<file path="src/rtl/eeprom_uart_logger_if.sv">
// Byte-in / UART-out bundle between the AT24 read driver and the hex logger.
`timescale 1ns/1ps
interface eeprom_uart_logger_if;
    logic       data_valid;
    logic [7:0] data_in;
    logic       uart_tx;
    logic       busy;
    logic       overflow;
    logic [7:0] msg_cnt;

    modport master (
        output data_valid, data_in,
        input  uart_tx, busy, overflow, msg_cnt
    );

    modport slave (
        input  data_valid, data_in,
        output uart_tx, busy, overflow, msg_cnt
    );
endinterface

</file>
<file path="src/rtl/eeprom_uart_logger.sv">
// Formats each EEPROM read byte as "HH\r\n" and shifts it out an 8N1 UART pin.
`timescale 1ns/1ps
module eeprom_uart_logger #(
    parameter int BAUD_DIV = 104
) (
    input  logic              clk,
    input  logic              rst_n,
    eeprom_uart_logger_if.slave bus
);
    localparam int CW = (BAUD_DIV > 1) ? $clog2(BAUD_DIV) : 1;
    localparam logic [CW-1:0] BAUD_LAST = CW'(BAUD_DIV - 1);

    localparam logic [1:0] IDLE  = 2'd0;
    localparam logic [1:0] START = 2'd1;
    localparam logic [1:0] DATA  = 2'd2;
    localparam logic [1:0] STOP  = 2'd3;

    // vld_pipe[0..1] synchronize the driver's valid, [2] is the edge-detect delay
    logic [2:0] vld_pipe;
    logic       new_pulse;

    logic [1:0]    state;
    logic [CW-1:0] baud_cnt;
    logic [2:0]    bit_idx;
    logic [1:0]    char_idx;
    logic [7:0]    byte_reg;
    logic [7:0]    hold_data;
    logic          hold_full;
    logic          overflow_r;
    logic          tx_r;
    logic [7:0]    msg_cnt_r;

    logic          baud_end;
    logic          rec_end;
    logic          load;
    logic [7:0]    cur_char;

    function automatic logic [7:0] hex_ascii(input logic [3:0] n);
        return (n < 4'd10) ? (8'h30 + {4'h0, n}) : (8'h37 + {4'h0, n});
    endfunction

    always_ff @(posedge clk or negedge rst_n) begin
        if (!rst_n) vld_pipe <= '0;
        else        vld_pipe <= {vld_pipe[1:0], bus.data_valid};
    end

    assign new_pulse = vld_pipe[1] & ~vld_pipe[2];

    assign baud_end = (baud_cnt == BAUD_LAST);
    assign rec_end  = (state == STOP) && baud_end && (char_idx == 2'd3);
    assign load     = hold_full && ((state == IDLE) || rec_end);

    always_comb begin
        cur_char = 8'h0A;
        case (char_idx)
            2'd0:    cur_char = hex_ascii(byte_reg[7:4]);
            2'd1:    cur_char = hex_ascii(byte_reg[3:0]);
            2'd2:    cur_char = 8'h0D;
            default: cur_char = 8'h0A;
        endcase
    end

    // Single-entry hold; a same-cycle load frees the slot for the new byte.
    always_ff @(posedge clk or negedge rst_n) begin
        if (!rst_n) begin
            hold_data  <= '0;
            hold_full  <= 1'b0;
            overflow_r <= 1'b0;
        end else if (new_pulse) begin
            if (!hold_full || load) begin
                hold_data <= bus.data_in;
                hold_full <= 1'b1;
            end else begin
                overflow_r <= 1'b1;
            end
        end else if (load) begin
            hold_full <= 1'b0;
        end
    end

    // tx_r is registered alongside the state so the pin changes on the transition edge.
    always_ff @(posedge clk or negedge rst_n) begin
        if (!rst_n) begin
            state     <= IDLE;
            baud_cnt  <= '0;
            bit_idx   <= '0;
            char_idx  <= '0;
            byte_reg  <= '0;
            tx_r      <= 1'b1;
            msg_cnt_r <= '0;
        end else begin
            case (state)
                IDLE: begin
                    tx_r <= 1'b1;
                    if (load) begin
                        byte_reg <= hold_data;
                        char_idx <= 2'd0;
                        baud_cnt <= '0;
                        state    <= START;
                        tx_r     <= 1'b0;
                    end
                end
                START: begin
                    if (baud_end) begin
                        baud_cnt <= '0;
                        bit_idx  <= 3'd0;
                        state    <= DATA;
                        tx_r     <= cur_char[0];
                    end else begin
                        baud_cnt <= baud_cnt + CW'(1);
                    end
                end
                DATA: begin
                    if (baud_end) begin
                        baud_cnt <= '0;
                        if (bit_idx == 3'd7) begin
                            state <= STOP;
                            tx_r  <= 1'b1;
                        end else begin
                            bit_idx <= bit_idx + 3'd1;
                            tx_r    <= cur_char[3'(bit_idx + 3'd1)];
                        end
                    end else begin
                        baud_cnt <= baud_cnt + CW'(1);
                    end
                end
                default: begin
                    if (baud_end) begin
                        baud_cnt <= '0;
                        if (char_idx != 2'd3) begin
                            char_idx <= char_idx + 2'd1;
                            state    <= START;
                            tx_r     <= 1'b0;
                        end else begin
                            msg_cnt_r <= msg_cnt_r + 8'd1;
                            if (load) begin
                                byte_reg <= hold_data;
                                char_idx <= 2'd0;
                                state    <= START;
                                tx_r     <= 1'b0;
                            end else begin
                                state <= IDLE;
                                tx_r  <= 1'b1;
                            end
                        end
                    end else begin
                        baud_cnt <= baud_cnt + CW'(1);
                    end
                end
            endcase
        end
    end

    assign bus.uart_tx  = tx_r;
    assign bus.busy     = (state != IDLE) | hold_full;
    assign bus.overflow = overflow_r;
    assign bus.msg_cnt  = msg_cnt_r;
endmodule

</file>
<file path="src/flat_wrapper.sv">
// flat-port wrapper written by rule: the top's interface ports become plain ports
module eeprom_uart_logger_flat 
#(
    parameter int BAUD_DIV = 104
)
  (clk, rst_n, bus_data_valid, bus_data_in, bus_uart_tx, bus_busy, bus_overflow, bus_msg_cnt);
  eeprom_uart_logger_if bus_i ();
  input  logic clk;
  input  logic rst_n;
  input wire logic [$bits(bus_i.data_valid)-1:0] bus_data_valid;
  input wire logic [$bits(bus_i.data_in)-1:0] bus_data_in;
  output wire logic [$bits(bus_i.uart_tx)-1:0] bus_uart_tx;
  output wire logic [$bits(bus_i.busy)-1:0] bus_busy;
  output wire logic [$bits(bus_i.overflow)-1:0] bus_overflow;
  output wire logic [$bits(bus_i.msg_cnt)-1:0] bus_msg_cnt;
  assign bus_i.data_valid = bus_data_valid;
  assign bus_i.data_in = bus_data_in;
  assign bus_uart_tx = bus_i.uart_tx;
  assign bus_busy = bus_i.busy;
  assign bus_overflow = bus_i.overflow;
  assign bus_msg_cnt = bus_i.msg_cnt;
  eeprom_uart_logger #(.BAUD_DIV(BAUD_DIV)) u_core (.clk(clk), .rst_n(rst_n), .bus(bus_i));
endmodule
</file>
<file path="config.mk">
export PLATFORM = sky130hd
export DESIGN_NAME = eeprom_uart_logger_flat
export DESIGN_NICKNAME = d
export VERILOG_FILES = /design/src/rtl/eeprom_uart_logger_if.sv /design/src/rtl/eeprom_uart_logger.sv /design/src/flat_wrapper.sv
export SDC_FILE = /design/constraint.sdc
export NUM_CORES = 1
export LEC_CHECK = 0
export ABC_AREA = 1
export CAP_MARGIN = 20
export CORE_AREA = 2 2 120 64
export CTS_BUF_LIST = sky130_fd_sc_hd__clkbuf_4
export DETAILED_ROUTE_END_ITERATION = 10
export DIE_AREA = 0 0 122 66
export GPL_TIMING_DRIVEN = 0
export REMOVE_ABC_BUFFERS = 1
export SYNTH_ARGS = -nofsm -noshare
export SYNTH_HDL_FRONTEND = slang
export SYNTH_SLANG_ARGS = --single-unit
export TNS_END_PERCENT = 20
</file>
<file path="constraint.sdc">
create_clock -name clk -period 1.97 [get_ports clk]
set_input_delay 0.197 -clock clk [delete_from_list [all_inputs] [get_ports clk]]
set_output_delay 0.197 -clock clk [all_outputs]
set_load 0.1 [all_outputs]
</file>
Word level (Yosys, flattened, before mapping)
Index checks and enable logic that the tools add are counted.
{"block": "word_totals", "ff_bits": 44, "latch_bits": 0, "ram_bits": 0, "romBits": 0, "word_cells": 106, "memories": 0}
{"block": "classes", "add_sub_neg": 8, "multipliers": 0, "n_div": 0, "magnitude_cmp": 3, "eq_ne": 16, "shift": 0, "muxes": 38, "bitwise_logic": 7, "n_reduce_logical": 23}
{"operator": "$mux 8", "n": 5}
{"operator": "$add 6x4->7 const A", "n": 4}
{"operator": "$pmux 8 s3", "n": 1}
{"operator": "$mux 7", "n": 3}
{"operator": "$mux 2", "n": 9}
{"operator": "$pmux 8 s2", "n": 1}
{"operator": "$mux 1", "n": 11}
{"operator": "$ne 2x1->1 const B", "n": 5}
{"operator": "$mux 3", "n": 3}
{"operator": "$reduce_and 3->1", "n": 3}
{"operator": "$add 8x1->8 const B", "n": 1}
{"operator": "$eq 2x2->1 const B", "n": 4}
{"operator": "$lt 4x4->1 const B", "n": 2}
{"operator": "$reduce_and 2->1", "n": 4}
{"operator": "$reduce_bool 2->1", "n": 4}
{"operator": "$add 7x1->7 const B", "n": 1}
{"operator": "$eq 7x7->1 const B", "n": 1}
{"operator": "$ne 2x2->1 const B", "n": 3}
{"operator": "$pmux 2 s3", "n": 1}
{"operator": "$pmux 3 s2", "n": 1}
{"operator": "$not 1->1", "n": 5}
{"operator": "$reduce_and 5->1", "n": 1}
{"operator": "$eq 2x1->1 const B", "n": 2}
{"operator": "$logic_not 2->1", "n": 2}
{"operator": "other kinds (15)", "n": 18}

Depth between registers and ports, before layout
{"block": "depth", "depth_word": 9, "mapped_depth": 14, "mapped_depth_nobuf": 14}

Worst setup path after synthesis
Ideal clock, no wire load.
{"block": "synth_timing", "kind": "reg-to-reg", "startpoint": "register u_core.msg_cnt_r[0] (netlist: u_core.bus.msg_cnt[0])", "endpoint": "register u_core.msg_cnt_r[6] (netlist: u_core.bus.msg_cnt[6])", "setup_ns": 0.162, "arrival_time_ns": 1.749, "slack_ns": 0.059, "path_stages_with_launch": 7, "path_buffers": 0, "synth_period_minus_slack_ns": 1.911, "cell_sequence": "dfrtp_1 > ha_1 > inv_1 > nor2_1 > nand3_1 > nor2_1 > xor2_1"}
{"block": "synth_between", "elab_chain_len": 1}
{"element": "start, declared", "line": "eeprom_uart_logger.sv:31", "source": "logic [7:0] msg_cnt_r;"}
{"element": "start signal, assigned", "line": "eeprom_uart_logger.sv:135", "source": "msg_cnt_r <= msg_cnt_r + 8'd1;"}
{"element": "$add 8x1->8", "line": "eeprom_uart_logger.sv:135"}
No other way between the ends.
A chain may end at the register's enable or synchronous reset.

Worst setup path in the final report
{"block": "layout_timing", "startpoint": "register u_core.state[0]", "endpoint": "output port bus_busy"}
{"block": "layout_between", "elab_chain_len": 2}
{"element": "start, declared", "line": "eeprom_uart_logger.sv:22", "source": "logic [1:0] state;"}
{"element": "start signal, assigned", "line": "eeprom_uart_logger.sv:84", "source": "state <= IDLE;"}
{"element": "start signal, assigned", "line": "eeprom_uart_logger.sv:99", "source": "state <= START;"}
{"element": "start signal, assigned", "line": "eeprom_uart_logger.sv:107", "source": "state <= DATA;"}
{"element": "$reduce_bool 2->1", "line": "eeprom_uart_logger.sv:155", "source": "assign bus.busy = (state != IDLE) | hold_full;"}
{"element": "$or 1x1->1", "line": "eeprom_uart_logger.sv:155"}
{"element": "end, declared", "line": "flat_wrapper.sv:13", "source": "output wire logic [$bits(bus_i.busy)-1:0] bus_busy;"}
No other way between the ends.

==> results.txt <==
status: finished clean
crit path cell chain: inv_1 > ha_4 > inv_1 > nor2_4 > inv_1 > buf_6
HPWL after DPL: 3678 um
Leak: 0.001405 uW
Die Area: 8052 um^2
EDFF count, synth: 0
Antenna Nets Post-Route: 0
die width: 122 um
Worst-Margin Slew: 0.9644 ns
Synth area leaders: dfrtp_1 45%, nand2_1 8.4%, ha_1 7.4%, inv_1 6.5%, nand3_1 4.0%
HP Class: in2reg
count leader, synth: nand2_1
Most used DFF post-synth: dfrtp_1
GPL Wtd Cong: 0.8345
# setup viols final: 0
fillers: 709
Seq cells post-synth: 44
Root Driver: clkbuf_4
Crit path top cell by count: inv_1
Post-Route WL: 4971 um
vias in the first global route: 1845
boundary pin count: 22
via count: 1927
Syn Inst Count: 276
critical path startpoint: u_core.state[0]$_DFFE_PN0P_
Iter 0 DRT Violations: 84
Hold Fails Final Rpt: 0
global-route wire length before repair: 8742 um
core area: 7019 um^2
final net count: 341
final cycle utilization of the critical path: 97.34%
Area growth syn-to-layout: 23.24%
worst-skew pair later-pin latency: 0.37 ns
Die Height: 66 um
sequential share of the synthesized area: 46.42%
num rows: 22
clock sink total: 44
synth unique cells: 30
final instance area: 2927 um^2
post-layout util: 41.69%
Hold Slack: 0.2494 ns
Critical R2R Launch: u_core.baud_cnt[1]$_DFFE_PN0N_
Reg-to-Reg End: u_core.hold_data[6]$_DFFE_PN0P_
Power, Total: 3798 uW
Fin Clk Skew: 0.004624 ns
f_max: 521.5 MHz
Crit path required time: 1.77 ns
RSZ-0062 raised after global routing: yes
reg2reg setup slack: 0.11 ns
Vias/cell: 4.677
largest net degree at the start of global routing: 29
layout cell share with drive strength beyond 1: 17.41%
CP Capture Type: output port
Post-Syn Area per Cell: 8.604 um^2
DRC Markers: 0
PD cells: 1298 nW/um^2
ant diodes: 0
top post-synthesis cells by count: 53 x nand2_1, 43 x dfrtp_1, 41 x inv_1
H-tree depth: 2
drt wl/cell: 12.07 um
CP arrival: 1.72 ns
Tmin final: 1.918 ns
port bufs: 21
Yosys warning count: 0
CTS Buffer Depth: 2
Crit-path slowest cell: dfrtp_1
critical path class: reg2out
placed inst area: 2704 um^2
CP max FO: 6
GRT Total Usage: 14.20%
Yosys top cell area share: 45.31%
antenna violations before repair: 0
Overflow after GRT: 0
drt pass-1 iters: 4
Syn Std Cell Area: 2375 um^2
max_slew headroom: 35.96%
clock-pin transition on the worst setup and hold timing paths: 0.12 ns
worst reg2reg path depth: 9
fin. max-slew vios: 0
Max IR drop VDD: 0.0003148 V
ys async rst share: 100.0%
Worst Setup EP: bus_busy
Worst setup SP type: flip-flop
CTS tree: built
Starting Density: 33.83%
CP peak stage delay: 0.42 ns
cell taking the most area after synthesis: dfrtp_1
max-cap violation count: 0
CTS Buf Count: 5
==> logic make-up (layout without fill, tap and decap cells) <==
| kind of cell | count (synthesis) | in the layout | share of synthesized area [%] |
|---|---|---|---|
| simple gates | 111 | 111 | 20.76 |
| compound gates | 52 | 52 | 13.22 |
| xor+xnor | 9 | 9 | 3.319 |
| buf+inv | 43 | 83 | 7.165 |
| fa+ha+maj | 14 | 14 | 7.376 |
| flops | 44 | 44 | 46.42 |
| mux | 3 | 3 | 1.739 |
==> layer usage <==
metal	GRT usage, %	part of all wire (%)
met1	21.51	58
met3	4.397	4.7
met5	0	0
met4	4.310	1.2
met2	18.85	36
==> through the flow <==
stage | worst slack (ns) | cells | TNS [ns]
2_1_floorplan | 0.05856 | 274 | 0
6_report | 0.05235 | 412 | 0
3_5_place_dp | -0.7558 | 392 | -3.734
3_3_place_gp | -0.7678 | 391 | -27.08
5_1_grt | -0.06354 | 412 | -0.1045
4_1_cts | -0.1736 | 404 | -0.9300
==> how the worst min path moves through the flow <==
| stage | startpoint | to | slack, ns | cells after the start |
|---|---|---|---|---|
| 2_1_floorplan | rst_n | u_core.baud_cnt[0]$_DFFE_PN0N_ | -0.1 | 0 |
| 3_3_place_gp | u_core.vld_pipe[0]$_DFF_PN0_ | u_core.vld_pipe[1]$_DFF_PN0_ | 0.33 | 0 |
| 3_5_place_dp | rst_n | u_core.hold_data[6]$_DFFE_PN0P_ | 0.17 | 1 |
| 4_1_cts | bus_data_valid | u_core.vld_pipe[0]$_DFF_PN0_ | 0.22 | 1 |
| 5_1_grt | bus_data_valid | u_core.vld_pipe[0]$_DFF_PN0_ | 0.23 | 1 |
| 6_report | bus_data_valid | u_core.vld_pipe[0]$_DFF_PN0_ | 0.25 | 1 |
==> where the power goes <==
part	internal (uW)	total [uW]	switching [uW]
sequential	1170	1390	219
clock	130	429	298
combinational	778	1980	1200
total	2080	3800	1720
==> repair_timing <==
action	CTS	global route
gates resized for setup	23	16
pin swaps	2	6
setup buffers	4	8
endpoints found under the setup margin	31	22
hold buffers	1	0
endpoints found under the hold margin	15	0
==> worst max-delay path, delay by kind of cell (launching register included) <==
family	cells	cell delay [ns]
AND/OR/NAND/NOR	1	0.16
buffers and inverters	4	0.58
adder cells (fa/ha/maj)	1	0.20
flip-flops	1	0.42
==> layout make-up <==
cell class	instances	area, um^2	share of cell area (%)
flip-flops and latches	44	1102	37.67
well taps	96	120.1	4.104
inverters	41	153.9	5.259
clock buffers	5	37.54	1.283
multi-input cells	189	1179	40.27
clock inverters	2	12.51	0.4275
repair buffers	35	321.6	10.99
==> placed cells by master, fill, tap and decap left out, types with 2 or more instances in the layout <==
cell type / synthesis / routed
nand2_1: 53 / 52
nand2_2: 5 / 2
ha_1: 14 / 11
o22ai_1: 2 / 2
dfrtp_1: 43 / 43
nand2_4: 0 / 3
clkdlybuf4s50_1: 0 / 9
clkdlybuf4s15_1: 0 / 4
a21oi_1: 11 / 11
a21oi_2: 8 / 8
dlygate4sd2_1: 0 / 5
xor2_1: 7 / 7
ha_2: 0 / 2
nor2_1: 24 / 22
mux2_4: 2 / 2
clkbuf_4: 0 / 5
xnor2_1: 2 / 2
buf_4: 0 / 12
nand3_1: 19 / 19
nor2_2: 4 / 5
a31oi_1: 2 / 2
inv_1: 41 / 41
o21bai_1: 2 / 2
o21ai_1: 7 / 7
o21ai_0: 16 / 16
nor3_2: 0 / 2
Power figures use the tool's default switching activity.
